$ cat config.mk
export PLATFORM = sky130hd
export DESIGN_NAME = alu_seq_flat
export DESIGN_NICKNAME = d
export VERILOG_FILES = /design/src/rtl/alu_seq_pkg.sv /design/src/rtl/alu_seq_if.sv /design/src/rtl/alu_seq_regfile.sv /design/src/rtl/alu_seq.sv /design/src/flat_wrapper.sv
export SDC_FILE = /design/constraint.sdc
export NUM_CORES = 1
export LEC_CHECK = 0
export CORE_MARGIN = 2
export CORE_UTILIZATION = 23
export DETAILED_ROUTE_END_ITERATION = 10
export GPL_TIMING_DRIVEN = 0
export PLACE_DENSITY_LB_ADDON = 0.05
export SLEW_MARGIN = 20
export SYNTH_ARGS = -nofsm -noshare
export SYNTH_HDL_FRONTEND = slang
export SYNTH_SLANG_ARGS = --single-unit
$ cat constraint.sdc
create_clock -name clk_i -period 1.9 [get_ports clk_i]
set_clock_uncertainty 0.1 [all_clocks]
set_input_delay 0.38 -clock clk_i [delete_from_list [all_inputs] [get_ports clk_i]]
set_output_delay 0.38 -clock clk_i [all_outputs]
set_load 0.05 [all_outputs]
$ cat src/rtl/alu_seq_pkg.sv
// Shared definitions for the ALU sequencer: opcodes, FSM states, ALU select encodings,
// instruction field offsets and a select-line decoder.
package alu_seq_pkg;

    localparam logic [3:0] OP_AND   = 4'd0;
    localparam logic [3:0] OP_ADD   = 4'd1;
    localparam logic [3:0] OP_INV   = 4'd2;
    localparam logic [3:0] OP_SHL   = 4'd3;
    localparam logic [3:0] OP_SHR   = 4'd4;
    localparam logic [3:0] OP_CMPEQ = 4'd5;
    localparam logic [3:0] OP_CMPLT = 4'd6;
    localparam logic [3:0] OP_LDI   = 4'd7;

    localparam int OP_LSB = 12;
    localparam int RD_LSB = 10;
    localparam int RA_LSB = 8;
    localparam int RB_LSB = 6;

    localparam logic [1:0] SEL0_AND = 2'd0;
    localparam logic [1:0] SEL0_ADD = 2'd1;
    localparam logic [1:0] SEL0_INV = 2'd2;
    localparam logic [1:0] SEL0_SHL = 2'd3;

    typedef enum logic [1:0] {
        ST_IDLE = 2'd0,
        ST_READ = 2'd1,
        ST_EXEC = 2'd2,
        ST_WB   = 2'd3
    } state_t;

    typedef struct packed {
        logic       cf_sel;
        logic [1:0] alu_sel_0;
        logic       alu_sel_1;
        logic       inv_sel;
        logic       shftr_sel;
        logic       shftl_sel;
    } alu_sel_t;

    function automatic logic op_legal(input logic [3:0] op);
        return !op[3];
    endfunction

    function automatic logic op_is_cmp(input logic [3:0] op);
        return (op == OP_CMPEQ) || (op == OP_CMPLT);
    endfunction

    // Direction selects (inv/shftl/shftr) stay 0 for every supported op.
    function automatic alu_sel_t decode_sel(input logic [3:0] op);
        alu_sel_t s;
        s = '0;
        case (op)
            OP_ADD:   s.alu_sel_0 = SEL0_ADD;
            OP_INV:   s.alu_sel_0 = SEL0_INV;
            OP_SHL:   s.alu_sel_0 = SEL0_SHL;
            OP_SHR:   s.alu_sel_1 = 1'b1;
            OP_CMPEQ: s.cf_sel    = 1'b1;
            default:  s.alu_sel_0 = SEL0_AND;
        endcase
        return s;
    endfunction

endpackage

$ cat src/rtl/alu_seq_if.sv
// Instruction and result handshake bundle between the sequencer and its neighbours.
interface alu_seq_if;
    logic        instr_valid_i;
    logic        instr_ready_o;
    logic [15:0] instr_i;
    logic        res_valid_o;
    logic        res_ready_i;
    logic [7:0]  res_data_o;
    logic        res_cf_o;
    logic        err_o;

    modport slave (
        input  instr_valid_i, instr_i, res_ready_i,
        output instr_ready_o, res_valid_o, res_data_o, res_cf_o, err_o
    );

    modport master (
        output instr_valid_i, instr_i, res_ready_i,
        input  instr_ready_o, res_valid_o, res_data_o, res_cf_o, err_o
    );
endinterface

$ cat src/rtl/alu_seq_regfile.sv
// Register file: two combinational read ports, one synchronous write port,
// synchronous reset of every entry to RST_VAL.
module alu_seq_regfile #(
    parameter int         AW      = 2,
    parameter logic [7:0] RST_VAL = 8'h00
) (
    input  logic          clk_i,
    input  logic          rst_i,
    input  logic [AW-1:0] ra_addr,
    input  logic [AW-1:0] rb_addr,
    output logic [7:0]    ra_data,
    output logic [7:0]    rb_data,
    input  logic          we,
    input  logic [AW-1:0] wa,
    input  logic [7:0]    wd
);
    localparam int N = 1 << AW;

    logic [7:0] mem [N];

    always_ff @(posedge clk_i) begin
        if (rst_i) begin
            for (int i = 0; i < N; i++) mem[i] <= RST_VAL;
        end else if (we) begin
            mem[wa] <= wd;
        end
    end

    assign ra_data = mem[ra_addr];
    assign rb_data = mem[rb_addr];
endmodule

$ cat src/rtl/alu_seq.sv
// Multi-cycle sequencer feeding an external ALU; owns the register file and writes back.
// Define ALU_SEQ_FAST_EN to drop the READ state (operands latched on the accept edge).
module alu_seq
    import alu_seq_pkg::*;
#(
    parameter int         REG_AW  = 2,
    parameter logic [7:0] REG_RST = 8'h00
) (
    input  logic        clk_i,
    input  logic        rst_i,
    alu_seq_if.slave    bus,
    output logic        cf_sel_o,
    output logic [1:0]  alu_sel_0_o,
    output logic        alu_sel_1_o,
    output logic        inv_sel_o,
    output logic        shftr_sel_o,
    output logic        shftl_sel_o,
    output logic [7:0]  oprnd_0_o,
    output logic [7:0]  oprnd_1_o,
    input  logic [7:0]  alu_result_i,
    input  logic        cf_i
);
    state_t            state;
    alu_sel_t          sel_q;
    logic [3:0]        op_q;
    logic [REG_AW-1:0] rd_q, ra_q, rb_q;
    logic [7:0]        imm_q;
    logic [REG_AW-1:0] ra_addr, rb_addr;
    logic [7:0]        ra_data, rb_data;
    logic [3:0]        op_in;
    logic              we;

    assign op_in = bus.instr_i[OP_LSB +: 4];

    // In IDLE the read ports look straight at the incoming instruction (fast accept path).
    assign ra_addr = (state == ST_IDLE) ? bus.instr_i[RA_LSB +: REG_AW] : ra_q;
    assign rb_addr = (state == ST_IDLE) ? bus.instr_i[RB_LSB +: REG_AW] : rb_q;

    assign we = (state == ST_WB) && bus.res_ready_i && !op_is_cmp(op_q);

    alu_seq_regfile #(.AW(REG_AW), .RST_VAL(REG_RST)) u_rf (
        .clk_i   (clk_i),
        .rst_i   (rst_i),
        .ra_addr (ra_addr),
        .rb_addr (rb_addr),
        .ra_data (ra_data),
        .rb_data (rb_data),
        .we      (we),
        .wa      (rd_q),
        .wd      (bus.res_data_o)
    );

    always_ff @(posedge clk_i) begin
        if (rst_i) begin
            state             <= ST_IDLE;
            bus.instr_ready_o <= 1'b1;
            bus.res_valid_o   <= 1'b0;
            bus.res_data_o    <= '0;
            bus.res_cf_o      <= 1'b0;
            bus.err_o         <= 1'b0;
            sel_q             <= '0;
            oprnd_0_o         <= '0;
            oprnd_1_o         <= '0;
            op_q              <= '0;
            rd_q              <= '0;
            ra_q              <= '0;
            rb_q              <= '0;
            imm_q             <= '0;
        end else begin
            bus.err_o <= 1'b0;
            case (state)
                ST_IDLE: begin
                    if (bus.instr_valid_i) begin
                        if (op_legal(op_in)) begin
                            op_q              <= op_in;
                            rd_q              <= bus.instr_i[RD_LSB +: REG_AW];
                            ra_q              <= bus.instr_i[RA_LSB +: REG_AW];
                            rb_q              <= bus.instr_i[RB_LSB +: REG_AW];
                            imm_q             <= bus.instr_i[7:0];
                            sel_q             <= decode_sel(op_in);
                            bus.instr_ready_o <= 1'b0;
`ifdef ALU_SEQ_FAST_EN
                            oprnd_0_o         <= ra_data;
                            oprnd_1_o         <= rb_data;
                            state             <= ST_EXEC;
`else
                            state             <= ST_READ;
`endif
                        end else begin
                            bus.err_o <= 1'b1;
                        end
                    end
                end
                ST_READ: begin
                    oprnd_0_o <= ra_data;
                    oprnd_1_o <= rb_data;
                    state     <= ST_EXEC;
                end
                ST_EXEC: begin
                    if (op_q == OP_LDI)     bus.res_data_o <= imm_q;
                    else if (op_is_cmp(op_q)) bus.res_data_o <= '0;
                    else                    bus.res_data_o <= alu_result_i;
                    bus.res_cf_o    <= (op_q == OP_LDI) ? 1'b0 : cf_i;
                    bus.res_valid_o <= 1'b1;
                    state           <= ST_WB;
                end
                ST_WB: begin
                    if (bus.res_ready_i) begin
                        bus.res_valid_o   <= 1'b0;
                        bus.instr_ready_o <= 1'b1;
                        state             <= ST_IDLE;
                    end
                end
                default: state <= ST_IDLE;
            endcase
        end
    end

    assign cf_sel_o    = sel_q.cf_sel;
    assign alu_sel_0_o = sel_q.alu_sel_0;
    assign alu_sel_1_o = sel_q.alu_sel_1;
    assign inv_sel_o   = sel_q.inv_sel;
    assign shftr_sel_o = sel_q.shftr_sel;
    assign shftl_sel_o = sel_q.shftl_sel;
endmodule

$ cat src/flat_wrapper.sv
// flat-port wrapper written by rule: the top's interface ports become plain ports
module alu_seq_flat import alu_seq_pkg::*;
#(
    parameter int         REG_AW  = 2,
    parameter logic [7:0] REG_RST = 8'h00
)
  (clk_i, rst_i, cf_sel_o, alu_sel_0_o, alu_sel_1_o, inv_sel_o, shftr_sel_o, shftl_sel_o, oprnd_0_o, oprnd_1_o, alu_result_i, cf_i, bus_instr_valid_i, bus_instr_i, bus_res_ready_i, bus_instr_ready_o, bus_res_valid_o, bus_res_data_o, bus_res_cf_o, bus_err_o);
  alu_seq_if bus_i ();
  input  logic clk_i;
  input  logic rst_i;
  output logic cf_sel_o;
  output logic [1:0] alu_sel_0_o;
  output logic alu_sel_1_o;
  output logic inv_sel_o;
  output logic shftr_sel_o;
  output logic shftl_sel_o;
  output logic [7:0] oprnd_0_o;
  output logic [7:0] oprnd_1_o;
  input  logic [7:0] alu_result_i;
  input  logic cf_i;
  input wire logic [$bits(bus_i.instr_valid_i)-1:0] bus_instr_valid_i;
  input wire logic [$bits(bus_i.instr_i)-1:0] bus_instr_i;
  input wire logic [$bits(bus_i.res_ready_i)-1:0] bus_res_ready_i;
  output wire logic [$bits(bus_i.instr_ready_o)-1:0] bus_instr_ready_o;
  output wire logic [$bits(bus_i.res_valid_o)-1:0] bus_res_valid_o;
  output wire logic [$bits(bus_i.res_data_o)-1:0] bus_res_data_o;
  output wire logic [$bits(bus_i.res_cf_o)-1:0] bus_res_cf_o;
  output wire logic [$bits(bus_i.err_o)-1:0] bus_err_o;
  assign bus_i.instr_valid_i = bus_instr_valid_i;
  assign bus_i.instr_i = bus_instr_i;
  assign bus_i.res_ready_i = bus_res_ready_i;
  assign bus_instr_ready_o = bus_i.instr_ready_o;
  assign bus_res_valid_o = bus_i.res_valid_o;
  assign bus_res_data_o = bus_i.res_data_o;
  assign bus_res_cf_o = bus_i.res_cf_o;
  assign bus_err_o = bus_i.err_o;
  alu_seq #(.REG_AW(REG_AW), .REG_RST(REG_RST)) u_core (.clk_i(clk_i), .rst_i(rst_i), .bus(bus_i), .cf_sel_o(cf_sel_o), .alu_sel_0_o(alu_sel_0_o), .alu_sel_1_o(alu_sel_1_o), .inv_sel_o(inv_sel_o), .shftr_sel_o(shftr_sel_o), .shftl_sel_o(shftl_sel_o), .oprnd_0_o(oprnd_0_o), .oprnd_1_o(oprnd_1_o), .alu_result_i(alu_result_i), .cf_i(cf_i));
endmodule
Word level (Yosys, flattened, before mapping)
Memories as Yosys holds them, arrays and structs flattened. A register that Yosys moved wholly into a read port is not among the register bits.
Cells that the tools add are included.
{"block": "word_totals", "register_bits": 35, "ramBits": 32, "input_bits": 29, "output_inout_bits": 35, "elab_cells": 72, "n_memories": 1}
{"block": "classes", "eq_ne": 14, "mux": 27, "bitwise_logic": 3, "n_reduce_logical": 13}
{"name": "u_core.u_rf.mem", "depth": 4, "width": 8, "rd": 2, "rd_clocked_by_memory_dff": 2, "write_ports": 4, "line": "alu_seq_regfile.sv:19", "text": "logic [7:0] mem [N];"}
{"operator": "8-bit 2-to-1 mux", "count": 3}
{"operator": "1-bit 2-to-1 mux", "count": 14}
{"operator": "2-bit 2-to-1 mux", "count": 6}
{"operator": "3-bit == test (second input constant)", "count": 3}
{"operator": "4-bit by 2-bit == test with 1-bit output (second input constant)", "count": 2}
{"operator": "4-bit by 3-bit == test with 1-bit output (second input constant)", "count": 2}
{"operator": "2-bit case mux with 4 select lines", "count": 1}
{"operator": "8-bit OR reduction", "count": 1}
{"operator": "2-bit != test (second input constant)", "count": 3}
{"operator": "2-bit case mux with 3 select lines", "count": 1}
{"operator": "3-bit AND reduction", "count": 2}
{"operator": "2-bit == test (second input constant)", "count": 2}
{"operator": "4-bit by 1-bit == test with 1-bit output (second input constant)", "count": 1}
{"operator": "1-bit case mux with 2 select lines", "count": 2}
{"operator": "4-bit AND reduction", "count": 1}
{"operator": "2-bit nonzero test", "count": 2}
{"operator": "1-bit NOT", "count": 3}
{"operator": "3-bit OR reduction", "count": 1}
{"operator": "2-bit by 1-bit == test with 1-bit output (second input constant)", "count": 1}
{"operator": "1-bit logical AND", "count": 2}
{"operator": "2-bit logical NOT", "count": 1}
{"operator": "2-bit AND reduction", "count": 1}
{"operator": "1-bit logical NOT", "count": 1}
{"operator": "1-bit logical OR", "count": 1}

Longest topological paths before layout
Gate-level depths: netlist of the first run.
{"block": "logic_depth", "word_depth": 9, "depth_mapped": 9, "ltp_nobuf": 6}

Hierarchy
A second synthesis of the first run with hierarchy kept.
{"block": "hier_totals", "hier_cells": 313, "hier_area_um2": 3687.3}
{"module": "alu_seq", "instances": 1, "cells_per_inst": 219, "area_per_inst_um2": 2015.7, "seq_area_each_um2": 980.9}
{"module": "alu_seq_regfile", "instances": 1, "cells_per_inst": 94, "area_per_inst_um2": 1671.6, "seq_area_each_um2": 960.9}

Worst setup path before layout of the first run
No wires, ideal clock.
{"block": "synth_timing", "path_kind": "flip-flop to flip-flop", "startpoint": "reg u_core.state[0]", "endpoint": "mem u_core.u_rf.mem[1][0] (enable)", "setup_time_ps": 329, "arrival_time_ps": 1491, "required_ps": 1471, "setup_slack_ps": -20, "stages_incl_launch_ff": 7, "period_less_slack_ps": 1920, "path_cell_list": "dfxtp_1 > ha_1 > nand2_1 > a211oi_2 > buf_4 > nor3b_4 > or2_1"}
{"element": "start, declared", "line": "alu_seq.sv:23", "text": "state_t state;"}
{"element": "start signal, assigned", "line": "alu_seq.sv:55", "text": "state <= ST_IDLE;"}
{"element": "start signal, assigned", "line": "alu_seq.sv:87", "text": "state <= ST_READ;"}
{"element": "start signal, assigned", "line": "alu_seq.sv:97", "text": "state <= ST_EXEC;"}
{"element": "end, declared", "line": "alu_seq_regfile.sv:19"}

==> results of run 1 <==
## timing repair
action,in CTS,in global routing
setup buffers,10,6
hold buffers,0,0
resized for setup,58,15
setup endpoints to repair,108,62
pin swaps,10,35
## metrics by stage
stage	hold WS [ns]	TNS, ns	cell area (um^2)
floorplan	0.3360	0	4214
global placement	0.3416	-27.29	5071
detailed placement	0.3469	-27.43	5071
global route	0.3875	-0.5443	5563
CTS	0.3563	0	5502
finish	0.3547	0	5563
## final cells by class
type / instances / area (um^2)
Sequential cell: 81 / 1944
Clock inverter: 6 / 71.32
Buffer: 28 / 160.2
Clock buffer: 10 / 239.0
Inverter: 3 / 11.26
Fill cell: 1885 / 12400
Timing Repair Buffer: 73 / 674.4
Multi-Input combinational cell: 345 / 2176
Tap cell: 229 / 286.5
## cells in the final DEF, fill, tap and decap left out, types with 3 or more instances in the layout
cell type / instances
nor2b_1: 33
a211oi_2: 16
a22o_1: 32
a211oi_1: 7
edfxtp_1: 32
buf_4: 18
nand2b_1: 4
and2_1: 32
conb_1: 3
a22oi_1: 7
clkdlybuf4s15_1: 3
nor2_1: 29
nand2_1: 100
dfxtp_1: 47
clkbuf_1: 9
clkbuf_2: 5
buf_2: 6
dlygate4sd2_1: 28
clkbuf_16: 9
a21oi_1: 24
o22ai_1: 16
clkdlybuf4s50_1: 25
## kinds of logic after synthesis
logic type | share of synthesized area
xor gates and xnor gates | 0.002084
DFF | 0.4619
AOI/OAI and AO/OA | 0.2051
and+or+nand+nor | 0.2574
muxes | 0.01845
other | 0.0008920
adders and majority gates | 0.01191
buffers and inverters | 0.04226
## power groups by stage
stage / Clock, mW / Sequential (mW) / Combinational (mW)
2_1_floorplan: 0 / 3.09 / 1.95
3_3_place_gp: 0 / 2.40 / 3.82
3_5_place_dp: 0 / 2.41 / 3.82
4_1_cts: 1.91 / 2.37 / 4.01
5_1_grt: 1.98 / 2.42 / 4.36
6_report: 1.86 / 2.36 / 4.06
## flip-flops by register name, summed over array words and instances, names as in the netlist, 2 cells and up
signal and flops:
u_core.rd_q 2, u_core.alu_sel_0_o 2, u_core.u_rf.mem 32, u_core.imm_q 7
u_core.state 2, u_core.oprnd_0_o 8, u_core.ra_q 2, u_core.bus.res_data_o 8
u_core.op_q 3, u_core.oprnd_1_o 8
## worst max-delay path, delay by kind of cell
family | cells | cell delay [ns]
buffers and inverters | 2 | 0.69
AOI/OAI and AO/OA | 1 | 0.24
and+or+nand+nor | 3 | 0.50
## path summary, 6_finish.rpt
path	from	endpoint	slack (ns)	cells past startpoint
worst max-delay path	bus_res_ready_i	u_core.u_rf.mem[1][1]	0.04	6
worst min-delay path	u_core.alu_sel_0_o[1]	u_core.alu_sel_0_o[1]	0.35	2
worst max register to register	u_core.state[1]	u_core.u_rf.mem[1][1]	0.05	7
worst min register to register	u_core.alu_sel_0_o[1]	u_core.alu_sel_0_o[1]	0.35	2
## metal layers
| layer | vias to the layer above | wire (um) |
|---|---|---|
| met2 | 70 | 6392 |
| met4 | 0 | 131 |
| met5 | - | 0 |
| li1 | 1765 | - |
| met1 | 1607 | 6416 |
| met3 | 9 | 470 |
==> reports/metrics.cfg, run 1 <==
[clock_network]
cts-root-buf = clkbuf_16
clock_latency_ns = 0.35
h-tree-depth = 3
clk_pin_slew_ns = 0.07
clockBufferDepth = 2
cts_tree = done
clock-sinks = 81
cts_buffers = 9

[grt]
grt_usage = 0.1440
grtUsageMet1 = 0.1871
grt_pass1_wl_mm = 21.20
top_usage_layer = met2
gr-total-overflow = 0
use_met2 = 0.2437
grt_pass1_vias = 3519
antenna_found_initial = 0
grt_max_degree = 16
met3_usage = 0.03419

[power]
internal_power_mw = 4.783
pwr-share-clk = 0.224
ir_drop_mv = 0.6183
power.density_nw_per_um2 = 1489
power_frac_seq = 0.285
leakagePower_nw = 2.145
power.total_mw = 8.286
combinationalPowerShare = 0.490
p_sw_mw = 3.503
p_sw_frac = 0.4228

[yosys]
ys_seq_elements = 81
synth_top_area_share = 0.2333
synthArstFlopShare = 0
ys_seq_area_frac = 0.4619
synthTopCellsByArea = dfxtp_1, edfxtp_1, nand2_1, a22o_1, nor2b_1
synth-edff-count = 32
ys.flop_type = dfxtp_1
synthTopCellsByCount = nand2_1, dfxtp_1, nor2b_1
yosys_warnings = 0
syn-instance-count = 460
avgSynthCellArea_um2 = 9.139
syn-cell-area_um2 = 4204
netlist-cell-type-count = 43
yosysTopAreaCell = dfxtp_1
yosysMostFrequentCell = nand2_1

[timing]
final_hold_viol_count = 0
fmax_mhz = 538.7
slew_headroom = 0.3785
report.final.slew_viol_count = 0
finalCritPeriodShare = 0.9770
setup_viol = 0
post-route-worst-setup-slack_ns = 0.04370
period_needed_ns = 1.856
rsz0062_at_grt = true
worst_slew_pin_slew_ns = 0.9323

[die]
die_w_um = 139.2
core.rowCount = 49
start_util = 0.2340
die_h_um = 139.2
ios = 64
coreArea_um2 = 17960
die-area_um2 = 19380

[setup_path]
critPathLaunchType = input port
crit_path_end_kind = flip-flop
cp_cell_sequence = clkdlybuf4s50_1, nand2_4, a211oi_4, buf_6, nor3b_4, or2_4
critical_path.slowest_cell = clkdlybuf4s50_1
worstSetupPathType = input port to flip-flop
critical-path-max-stage-delay_ns = 0.55
crit_fanout = 8
cp.arrival_ns = 1.81
worstPathRequired_ns = 1.85

[layout]
final_cells = 775
n_antenna_cell = 0
utilization = 0.3097
nNetsFinal = 574
layout-area-overhead-vs-synth_pct = 32.32
drive_above_1_share = 0.1685

[place]
dp_hpwl_mm = 10.06
place_ws_ns = -0.6707
place_inst = 748
gp_congestion = 0.7940
io_buffers = 57

[worst_hold_path]
hold_class = flip-flop to flip-flop

[route]
drc = 0
vias_per_cell = 4.453
wl_per_cell_um = 17.30
vias = 3451
routed_wl_mm = 13.41
firstDrtPassIters = 4
drtIter0Drc = 190
ant_nets = 0

[outcome]
status = finished clean

[job]
maxCapViolCount = 0

(Power assumes the default switching activity.)
==> run 2: changes to the inputs <==
--- a/config.mk
+++ b/config.mk
@@ -5,7 +5,8 @@
 export SDC_FILE = /design/constraint.sdc
 export NUM_CORES = 1
 export LEC_CHECK = 0
-export CORE_MARGIN = 2
+export CORE_ASPECT_RATIO = 0.9
+export CORE_MARGIN = 3
 export CORE_UTILIZATION = 23
 export DETAILED_ROUTE_END_ITERATION = 10
 export GPL_TIMING_DRIVEN = 0
==> reports/metrics.cfg, run 2 (synthesis results as in run 1) <==
[layout]
layout-area-overhead-vs-synth_pct = 30.71
drive_above_1_share = 0.1651
layout_common_cells = nand2_1, dfxtp_1, nor2b_1
n_antenna_cell = 0
layout.area.seq_um2 = 1949
nNetsFinal = 567
top_register = u_core.u_rf.mem
final_common_cell = nand2_1
fill_cells = 1895
largest_reg_flops = 32
utilization = 0.3090
multi_input_area_um2 = 2172

[die]
start_util = 0.2364
die_h_um = 134.3
core.rowCount = 46
die_w_um = 148.5
die-area_um2 = 19940
ios = 64
coreArea_um2 = 17780

[job]
maxCapViolCount = 0

[setup_path]
critical-path-max-stage-delay_ns = 0.37
critPathLaunchType = flip-flop
reg2reg_to = u_core.oprnd_1_o[2]
path_buf_inv = 2
reg2reg_depth = 7
r2r-start = u_core.state[0]
cp_cell_sequence = inv_4, ha_4, buf_12, mux2i_4, nand2_1, a22o_1, a211oi_2
cp.arrival_ns = 2.03
worstPathRequired_ns = 2.07
worstSetupPathType = flip-flop to flip-flop
crit_fanout = 8
critical_path.slowest_cell = dfxtp_4
crit_path_end_kind = flip-flop
critPathTopFamily = compound AO/OA/AOI/OAI gates
ff2ff_setup_slack_ns = 0.04

[worst_hold_path]
hold_class = input port to flip-flop
hp-start = bus_res_ready_i
worstHoldEndpoint = u_core.bus.res_valid_o
worstHoldPathCells = 3

[timing]
report.final.slew_viol_count = 0
hold_slack_ns = 0.3229
setup_viol = 0
slew_headroom = 0.3603
finalCritPeriodShare = 0.9789
worst_slew_pin_slew_ns = 0.9595
final_hold_viol_count = 0
period_needed_ns = 1.860
fmax_mhz = 537.7
rsz0062_at_grt = true

[grt]
antenna_found_initial = 0
grt_pass1_wl_mm = 20.78
grt_max_degree = 15
grt_usage = 0.1409
grt_pass1_vias = 3315
gr-total-overflow = 0

[route]
wl_per_cell_um = 17.69
firstDrtPassIters = 5
routed_wl_mm = 13.78
vias_per_cell = 4.503
ant_nets = 0
vias = 3508
drc = 0
drtIter0Drc = 236

[clock_network]
hold_buffers = 0
h-tree-depth = 3
cts_tree = done
cts_buffers = 9
clock_latency_ns = 0.36
cts-root-buf = clkbuf_16
clock-sinks = 81
clockBufferDepth = 2
clk_pin_slew_ns = 0.07

[power]
power.total_mw = 8.092
ir_drop_mv = 0.4239
leakagePower_nw = 2.068
power.density_nw_per_um2 = 1472

[place]
io_buffers = 57
dp_hpwl_mm = 10.39
gp_congestion = 0.8166

[outcome]
status = finished clean

run 2: stage by stage:
step | setup slack [ns] | TNS, ns | instances | instance area (um^2)
floorplan | 0.08020 | 0 | 462 | 4214
global placement | -0.6852 | -26.76 | 759 | 5085
detailed placement | -0.7249 | -27.91 | 759 | 5085
CTS | 0.002164 | 0 | 778 | 5472
global route | -0.03197 | -0.1167 | 779 | 5495
finish | 0.04008 | 0 | 779 | 5495
run 2: final cells by class:
cell class / count / share of cell area
Buffer: 28 / 0.02801
Inverter: 3 / 0.002505
Sequential cell: 81 / 0.3547
Clock inverter: 5 / 0.01138
Clock buffer: 11 / 0.04235
Tap cell: 240 / 0.05464
Timing Repair Buffer: 66 / 0.1111
Multi-Input combinational cell: 345 / 0.3953
run 2: where the power goes:
| part | switching, mW | total (mW) | internal, mW |
|---|---|---|---|
| registers | 0.292 | 2.41 | 2.12 |
| clock network | 0.772 | 1.80 | 1.03 |
| logic | 2.39 | 3.88 | 1.49 |
| total | 3.45 | 8.09 | 4.64 |
run 2: how the worst max path moves through the flow:
stage | start | to | slack [ns] | depth (start not counted)
floorplan | u_core.state[0] | u_core.u_rf.mem[1][0] | 0.08 | 6
global placement | bus_res_ready_i | u_core.u_rf.mem[1][7] | -0.69 | 6
detailed placement | bus_res_ready_i | u_core.u_rf.mem[1][7] | -0.72 | 6
CTS | u_core.state[0] | u_core.oprnd_1_o[2] | 0.002 | 9
global route | u_core.state[1] | u_core.oprnd_1_o[5] | -0.03 | 7
finish | u_core.state[0] | u_core.oprnd_1_o[2] | 0.04 | 7
run 2: routing by layer:
metal  GRT usage  up-vias  wire [um]
met4     0.04669        0        197
met5           0        -          0
met3     0.03243       18        787
met2      0.1969       88       5646
met1      0.2118     1654       7149
li1            -     1748          -
run 2: worst reg2reg max path, stage by stage, from the launching register on:
cell and delay (ns):
dfxtp_4 0.37, inv_4 0.07, ha_4 0.18, buf_12 0.15, mux2i_4 0.38, nand2_1 0.11, a22o_1 0.23, a211oi_2 0.18
run 2: what timing repair did:
action | 4_1_cts | 5_1_grt
gates resized for setup | 63 | 19
pin swaps | 19 | 32
endpoints found under the hold margin | 0 | 0
endpoints found under the setup margin | 108 | 66
setup buffers | 7 | 2
